===== src/rtl/i2c_host_ctrl.sv =====
// rtl/i2c_host_ctrl.sv - single-byte I2C register read/write host on open-drain SCL/SDA
// Optional clock stretching support is enabled with `define I2C_CLK_STRETCH_EN.
module i2c_host_ctrl #(
  parameter int         CLK_DIV  = 125,
  parameter logic [6:0] DEV_ADDR = 7'h3C,
  parameter int         CNT_W    = 8
) (
  input  logic       clk_50M,
  input  logic       rst_n,
  input  logic       cmd_valid,
  output logic       cmd_ready,
  input  logic       cmd_rw,
  input  logic [7:0] cmd_reg,
  input  logic [7:0] cmd_wdata,
  output logic       rsp_valid,
  output logic [7:0] rsp_rdata,
  output logic       rsp_nack,
  output logic       busy,
  output logic       SCL_host,
  output logic       SDA_host,
  input  logic       SCLi,
  input  logic       SDAi
);

  typedef enum logic [3:0] {
    IDLE, START, ADDRW, ACK, REG, WDATA, RSTART, ADDRR, RDATA, MNACK, STOP, BUF
  } state_t;

  localparam logic [CNT_W-1:0] CNT_MAX = CNT_W'(CLK_DIV - 1);

  state_t           state;
  state_t           ack_ret;
  logic [CNT_W-1:0] cnt;
  logic [1:0]       quarter;
  logic [2:0]       bit_idx;
  logic [7:0]       shreg;
  logic [7:0]       rxreg;
  logic             ack_smp;
  logic             nack;
  logic             rw_q;
  logic [7:0]       reg_q;
  logic [7:0]       wdata_q;
  logic [1:0]       sda_sync;
  logic             sda_s;
  logic             scl_s;
  logic             stall;
  logic             q_end;
  logic             bit_end;
  logic             sample;

  assign busy  = ~cmd_ready;
  assign sda_s = sda_sync[1];

  always_ff @(posedge clk_50M or negedge rst_n) begin
    if (!rst_n) sda_sync <= 2'b11;
    else        sda_sync <= {sda_sync[0], SDAi};
  end

`ifdef I2C_CLK_STRETCH_EN
  logic [1:0] scl_sync;
  assign scl_s = scl_sync[1];
  always_ff @(posedge clk_50M or negedge rst_n) begin
    if (!rst_n) scl_sync <= 2'b11;
    else        scl_sync <= {scl_sync[0], SCLi};
  end
`else
  logic unused_scl;
  assign unused_scl = SCLi;
  assign scl_s      = 1'b1;
`endif

  function automatic logic scl_rel(input state_t s, input logic [1:0] q);
    case (s)
      IDLE, BUF:     scl_rel = 1'b1;
      START, RSTART: scl_rel = (q != 2'd3);
      default:       scl_rel = q[1];
    endcase
  endfunction

  function automatic logic sda_drv(input state_t s, input logic [1:0] q, input logic tx);
    case (s)
      START, RSTART:            sda_drv = ~q[1];
      STOP:                     sda_drv = (q == 2'd3);
      ADDRW, REG, WDATA, ADDRR: sda_drv = tx;
      default:                  sda_drv = 1'b1;
    endcase
  endfunction

  // A released-SCL quarter may not start counting until the wire is seen high.
  assign stall   = (state != IDLE) && scl_rel(state, quarter) && (cnt == '0) && !scl_s;
  assign q_end   = !stall && (cnt == CNT_MAX);
  assign bit_end = q_end && (quarter == 2'd3);
  assign sample  = q_end && (quarter == 2'd2);

  always_ff @(posedge clk_50M or negedge rst_n) begin
    if (!rst_n) begin
      state     <= IDLE;
      ack_ret   <= IDLE;
      cnt       <= '0;
      quarter   <= 2'd0;
      bit_idx   <= 3'd0;
      shreg     <= 8'h00;
      rxreg     <= 8'h00;
      ack_smp   <= 1'b0;
      nack      <= 1'b0;
      rw_q      <= 1'b0;
      reg_q     <= 8'h00;
      wdata_q   <= 8'h00;
      cmd_ready <= 1'b1;
      rsp_valid <= 1'b0;
      rsp_rdata <= 8'h00;
      rsp_nack  <= 1'b0;
      SCL_host  <= 1'b1;
      SDA_host  <= 1'b1;
    end else begin
      rsp_valid <= 1'b0;
      SCL_host  <= scl_rel(state, quarter);
      SDA_host  <= sda_drv(state, quarter, shreg[7]);

      if (state != IDLE && !stall) begin
        if (q_end) begin
          cnt     <= '0;
          quarter <= quarter + 2'd1;
        end else begin
          cnt <= cnt + 1'b1;
        end
      end

      case (state)
        IDLE: begin
          cnt     <= '0;
          quarter <= 2'd0;
          if (cmd_ready) begin
            if (cmd_valid) begin
              rw_q      <= cmd_rw;
              reg_q     <= cmd_reg;
              wdata_q   <= cmd_wdata;
              cmd_ready <= 1'b0;
            end
          end else begin
            state   <= START;
            nack    <= 1'b0;
            bit_idx <= 3'd0;
            rxreg   <= 8'h00;
          end
        end
        START: begin
          if (bit_end) begin
            state   <= ADDRW;
            shreg   <= {DEV_ADDR, 1'b0};
            bit_idx <= 3'd0;
          end
        end
        RSTART: begin
          if (bit_end) begin
            state   <= ADDRR;
            shreg   <= {DEV_ADDR, 1'b1};
            bit_idx <= 3'd0;
          end
        end
        ADDRW, REG, WDATA, ADDRR: begin
          if (bit_end) begin
            if (bit_idx == 3'd7) begin
              state <= ACK;
              case (state)
                ADDRW:   ack_ret <= REG;
                REG:     ack_ret <= rw_q ? RSTART : WDATA;
                ADDRR:   ack_ret <= RDATA;
                default: ack_ret <= STOP;
              endcase
            end else begin
              bit_idx <= bit_idx + 3'd1;
              shreg   <= {shreg[6:0], 1'b0};
            end
          end
        end
        ACK: begin
          if (sample) ack_smp <= sda_s;
          if (bit_end) begin
            bit_idx <= 3'd0;
            if (ack_smp) begin
              nack  <= 1'b1;
              state <= STOP;
            end else begin
              state <= ack_ret;
              if (ack_ret == REG)   shreg <= reg_q;
              if (ack_ret == WDATA) shreg <= wdata_q;
            end
          end
        end
        RDATA: begin
          if (sample) rxreg <= {rxreg[6:0], sda_s};
          if (bit_end) begin
            if (bit_idx == 3'd7) state <= MNACK;
            else                 bit_idx <= bit_idx + 3'd1;
          end
        end
        MNACK: begin
          if (bit_end) state <= STOP;
        end
        STOP: begin
          if (bit_end) begin
            state     <= BUF;
            rsp_valid <= 1'b1;
            rsp_nack  <= nack;
            rsp_rdata <= (rw_q && !nack) ? rxreg : 8'h00;
          end
        end
        BUF: begin
          if (bit_end) begin
            state     <= IDLE;
            cmd_ready <= 1'b1;
          end
        end
        default: state <= IDLE;
      endcase
    end
  end

endmodule


===== config.mk =====
export PLATFORM = sky130hd
export DESIGN_NAME = i2c_host_ctrl
export DESIGN_NICKNAME = d
export VERILOG_FILES = /design/src/rtl/i2c_host_ctrl.sv
export SDC_FILE = /design/constraint.sdc
export NUM_CORES = 1
export LEC_CHECK = 0
export ABC_AREA = 0
export CORE_ASPECT_RATIO = 1.2
export CORE_UTILIZATION = 50
export DETAILED_ROUTE_END_ITERATION = 8
export GPL_TIMING_DRIVEN = 1
export PLACE_DENSITY = 0.72
export SLEW_MARGIN = 20
export SYNTH_ARGS = -nofsm -noshare
export SYNTH_HDL_FRONTEND = slang
export SYNTH_SLANG_ARGS = --single-unit

===== constraint.sdc =====
create_clock -name clk_50M -period 5.36 [get_ports clk_50M]
set_clock_uncertainty 0.1 [all_clocks]
set_input_delay 1.072 -clock clk_50M [delete_from_list [all_inputs] [get_ports clk_50M]]
set_output_delay 1.072 -clock clk_50M [all_outputs]
set_load 0.02 [all_outputs]

# ---- Yosys cells after proc, flatten, opt, wreduce, memory -nomap -nowiden
# Index checks and enable logic that the tools add are counted.
dict set report totals {
  rom_bits 0
  ramBits 0
  inputBits 22
  mem_count 0
  out_inout_bits 14
  word_cells 141
  reg_bits 71
  latchBits 0
}
dict set report classes {
  div 0
  order_cmp 0
  n_bitwise 2
  n_mul 0
  muxes 51
  eq_ne 37
  n_addsub 3
  reduce_logical 29
  shift 0
}
# operator n
set op_table {}
lappend op_table {{$mux 8} 14}
lappend op_table {{$mux 4} 12}
lappend op_table {{$pmux 4 s9} 1}
lappend op_table {{$ne 2x2->1 const B} 17}
lappend op_table {{$pmux 8 s4} 1}
lappend op_table {{$eq 4x3->1 const B} 6}
lappend op_table {{$eq 4x4->1 const B} 4}
lappend op_table {{$pmux 8 s2} 1}
lappend op_table {{$mux 3} 4}
lappend op_table {{$pmux 4 s3} 1}
lappend op_table {{$reduce_and 11->1} 1}
lappend op_table {{$reduce_bool 2->1} 5}
lappend op_table {{$pmux 3 s3} 1}
lappend op_table {{$reduce_and 3->1} 3}
lappend op_table {{$add 8x1->8 const B} 1}
lappend op_table {{$eq 4x2->1 const B} 2}
lappend op_table {{$eq 8x7->1 const B} 1}
lappend op_table {{$mux 1} 8}
lappend op_table {{$mux 2} 4}
lappend op_table {{$reduce_and 2->1} 4}
lappend op_table {{$reduce_and 8->1} 1}
lappend op_table {{$reduce_bool 4->1} 2}
lappend op_table {{$pmux 1 s2} 3}
lappend op_table {{$reduce_and 5->1} 1}
lappend op_table {{other kinds (18)} 24}

# ---- Depth between registers and ports, before layout
dict set report logic_depth {
  depth_word 6
  ltp_mapped 9
  ltp_nobuf 7
}

# ---- Least setup slack after synthesis
# No wires, ideal clock.
dict set report synth_path {
  path_kind {flip-flop to flip-flop}
  startpoint {register bit_idx[0]}
  endpoint {register state[0]}
  slack_ps 3115
  arrival_ps 2006
  setup_time_ps 139
  path_buffers 0
  stages_incl_launch_ff 8
  cell_sequence {dfrtp_1 > ha_1 > ha_1 > nor4b_1 > a221oi_1 > o221ai_2 > nor2_1 > or4b_1}
}
dict set report synth_via {
  elab_chain_len 3
  word_cells_on_any_way 4
  classes_between {3 x eq/ne; 1 x reduce/logical}
}
# element line
set synth_rtl {}
lappend synth_rtl {{start: declaration} 35} ;# logic [2:0] bit_idx;
lappend synth_rtl {{start signal: assignment} 172} ;# bit_idx <= bit_idx + 3'd1;
lappend synth_rtl {{start signal: assignment} 195} ;# else bit_idx <= bit_idx + 3'd1;
lappend synth_rtl {{$eq 3x3->1 *} {163, 194}}
lappend synth_rtl {{$ne 2x2->1 (no source line)} n/a}
lappend synth_rtl {{$reduce_and 11->1 (no source line) *} n/a}
lappend synth_rtl {{end signal: assignment} 185} ;# state <= ack_ret;
lappend synth_rtl {{end: declaration} 31} ;# state_t state;
# Mark *: on every way between the ends. The rest lies on a longest branch, timed or not.
# A chain may end at the register's enable or synchronous reset.

# ---- Final worst setup path
dict set report layout_path {
  startpoint {register state[1]}
  endpoint {register shreg[0]}
}
dict set report layout_via {
  elab_chain_len 4
  word_cells_on_any_way 18
  classes_between {14 x eq/ne; 1 x mux; 3 x reduce/logical}
}
# element line
set layout_rtl {}
lappend layout_rtl {{$eq 4x3->1 / $eq 4x2->1 (equally long branches)} 129} ;# case (state)
lappend layout_rtl {{$reduce_or 4->1} 129}
lappend layout_rtl {{$reduce_bool 4->1 (no source line) / $ne 2x2->1 (equally long branches)} n/a}
lappend layout_rtl {{$reduce_and 8->1 (no source line)} n/a}
lappend layout_rtl {{end signal: assignment} 150} ;# shreg <= {DEV_ADDR, 1'b0};
lappend layout_rtl {{end signal: assignment} 157} ;# shreg <= {DEV_ADDR, 1'b1};
lappend layout_rtl {{end signal: assignment} 173} ;# shreg <= {shreg[6:0], 1'b0};
lappend layout_rtl {{end: declaration} 36} ;# logic [7:0] shreg;
# Several ways; a longest one is shown, not always the timed one.

==> metrics.txt <==
maximum clock frequency approximately 360 MHz; Int Pwr about 940 uW; Max Fanout on Critical Path 16; worst hold path class flop to flop; setup TNS 0 ns; cts bufs inserted 9; FFs w/ async S/R, synth 100.0%; wire length per cell 13.49 microns; RSZ-0062 raised after global routing false; clock latency at the later pin of the worst-skew pair between 0.3 and 0.4 ns; setup ws final 2.554 ns; drt first pass iters 4; outcome complete, no violations; CP top delay family simple AND/OR/NAND/NOR gates; CTS Buffer Depth 2; WP data required roughly 5.5 ns; Port Buffers 34; Switching Fraction between 30 and 40%; Slew Limit Fails 0; post-CTS sizing 0; global-route wire length before repair about 11 mm; CP Cell Sequence nor2b_1 > xnor2_4 > nor2_2 > a211oi_4 > mux2_2; clock-pin slew on the worst setup and hold paths about 0.08 ns; total grt overflow 0; die width just under 80 microns; DRC violations left 0; Yosys top cell by area dfrtp_1; Inst Count DP roughly 440; Antenna Nets Post-Route 0; Nets 390; Total Wirelength 6.124 mm; chip height about 94 microns; post-synth top area share between 40% and 50%; Root Driver clkbuf_8; Max Cap Viol 0; Ports 36; Post-synth EDFFs 0; CP endpoint kind flop; Slew HR 41.89%; initial antenna violation count 0; Worst Tran Pin Value between 0.8 and 0.9 ns; layout cells sized above 1 17.98%; Iter 0 DRT Violations 110; overall routing resource usage a little under a fifth; CTS tree done; Starting Density between 50% and 60%; Hold Fails Final Rpt 0; synth top area cells dfrtp_1, mux2_2, dfstp_2, o21ai_0, nor2_1; CP max stage cell dfrtp_1; clock network fraction of total power around 28%; CP Buf/Inv Count 0; critical path startpoint category flop; Min Clock Period, post-route about 2.8 ns; largest net degree at the start of global routing 72; Cells after Synth about 330; postcts setup bufs 0; critical path type flop to flop; # H-tree levels 3; combinational share of power about a quarter; Netlist Area Pre-Place 3518 sq um; via count 2403; syn_nets 359; sequential area share after synthesis between 50 and 60%; Worst VDD drop between 0.15 and 0.2 mV; hold-fix buffers at CTS 0; fin cells 454; # diodes 0; GPL Wtd Cong 0.8092; fin crit share 52.35%; HPWL after DPL between 4 and 5 mm; power consumption approximately 1.4 mW; WP data arrival between 2 and 3 ns; Psw around 450 uW; Post-Place Setup Slack ~2.4 ns; CTS Sinks between 70 and 80; CP max stage delay roughly 0.7 ns; Vias/cell between 5 and 6; vias in the first global route 2310; synthesized flop and latch total 71; synth unique cells 51; PwrDens 339.7 nW/um^2; Area growth syn-to-layout 16.29%; die footprint 7377 sq um; Hold WS ~0.26 ns; Final Setup Violations 0; share of power burned in registers approximately half; primary flip-flop cell chosen by synthesis mapping dfrtp_1; Syn Area/Cell 10.63 sq um; core area about 7000 sq um; Core Rows 33; synth warn 0; Lkg Pwr 1.759 nW
## through the flow
step,instance area (sq um),utilization [%]
floorplan,3518,-
global placement,3910,57.39
detailed placement,3910,57.39
CTS,4091,60.06
global route,4091,60.06
finish,4091,60.06
## cells in the final DEF, fill, tap and decap left out, types with 2 or more instances in the layout
cell type	count
xnor2_1	7
dfrtp_1	66
inv_1	22
a21oi_1	6
nor2_1	30
o2bb2ai_1	3
a221oi_1	2
nand3_1	15
or4b_1	2
a211o_1	4
nand2b_1	5
clkdlybuf4s50_1	33
nand4_1	2
clkinv_2	2
mux2i_1	11
dfstp_2	5
mux2_2	29
a31oi_1	4
buf_4	4
nand2_1	22
o21ai_0	24
inv_6	2
nor4b_1	4
o22ai_1	5
and3_1	3
clkbuf_8	10
ha_1	6
a22oi_1	2
nor3_1	6
nor2b_1	5
and2_1	3
## worst paths after layout
check                            startpoint            to  slack (ns)  depth (start not counted)
worst max-delay path               state[1]      shreg[0]        2.55                          5
worst min-delay path            sda_sync[0]   sda_sync[1]        0.26                          0
worst max register to register     state[1]      shreg[0]        2.55                          5
worst min register to register  sda_sync[0]   sda_sync[1]        0.26                          0
max in group asynchronous             rst_n      shreg[0]        3.78                          2
min in group asynchronous             rst_n  rsp_rdata[1]        0.81                          2
## flip-flops by register name, summed over array words and instances (netlist names)
| name | flops |
|---|---|
| SCL_host | 1 |
| SDA_host | 1 |
| ack_ret | 4 |
| ack_smp | 1 |
| bit_idx | 3 |
| cmd_ready | 1 |
| cnt | 8 |
| nack | 1 |
| quarter | 2 |
| reg_q | 8 |
| rsp_nack | 1 |
| rsp_rdata | 8 |
| rsp_valid | 1 |
| rw_q | 1 |
| rxreg | 8 |
| sda_sync | 2 |
| shreg | 8 |
| state | 4 |
| wdata_q | 8 |
## Yosys cell counts, types with 3 or more instances
cell type and n:
o21ai_0 24, nor3_1 6, buf_2 5, nor4b_1 4, nand3_1 15, and2_1 3, and3_1 3, mux2i_1 11
inv_1 22, dfrtp_1 66, nor2b_1 5, clkbuf_1 8, a21oi_1 6, xnor2_1 7, a211o_1 4, nor2_1 30
o22ai_1 5, mux2_2 29, ha_1 6, nand2_1 22, nand2b_1 5, dfstp_2 5, o2bb2ai_1 3, a31oi_1 4
## kinds of logic (layout without fill, tap and decap cells)
kind of cell,Yosys count,count (layout),synth area share [%]
AND/OR/NAND/NOR,106,106,15.75
flip-flops,71,71,50.68
AO/OA/AOI/OAI,59,59,11.38
multiplexers,40,40,12.41
buffers and inverters,40,76,4.872
XOR/XNOR,9,9,2.774
adder cells (fa/ha/maj),6,6,2.134
## power by group through the flow
stage                     sequential [mW]  clock [mW]  combinational, mW
after floorplan                     0.670           0              0.258
after global placement              0.682           0              0.323
after detailed placement            0.685           0              0.331
after CTS                           0.674       0.403              0.333
after global routing                0.686       0.424              0.376
final                               0.674       0.389              0.327
## layout make-up
type | instances | area [sq um]
Clock buffer | 10 | 137.6
Multi-Input combinational cell | 220 | 1570
Inverter | 22 | 82.58
Sequential cell | 71 | 1783
Timing Repair Buffer | 38 | 365.4
Fill cell | 624 | 2721
Tap cell | 87 | 108.9
Clock inverter | 6 | 43.79
## per-layer routing
metal  share of wire [%]  GRT usage (%)  vias up
met2                  49          30.80       44
li1                    -              -     1211
met1                  46          23.98     1137
met4                 2.1          8.951        0
met5                   0              0        -
met3                 3.2          4.757       11
No activity file was read; power rests on OpenSTA's default activity.
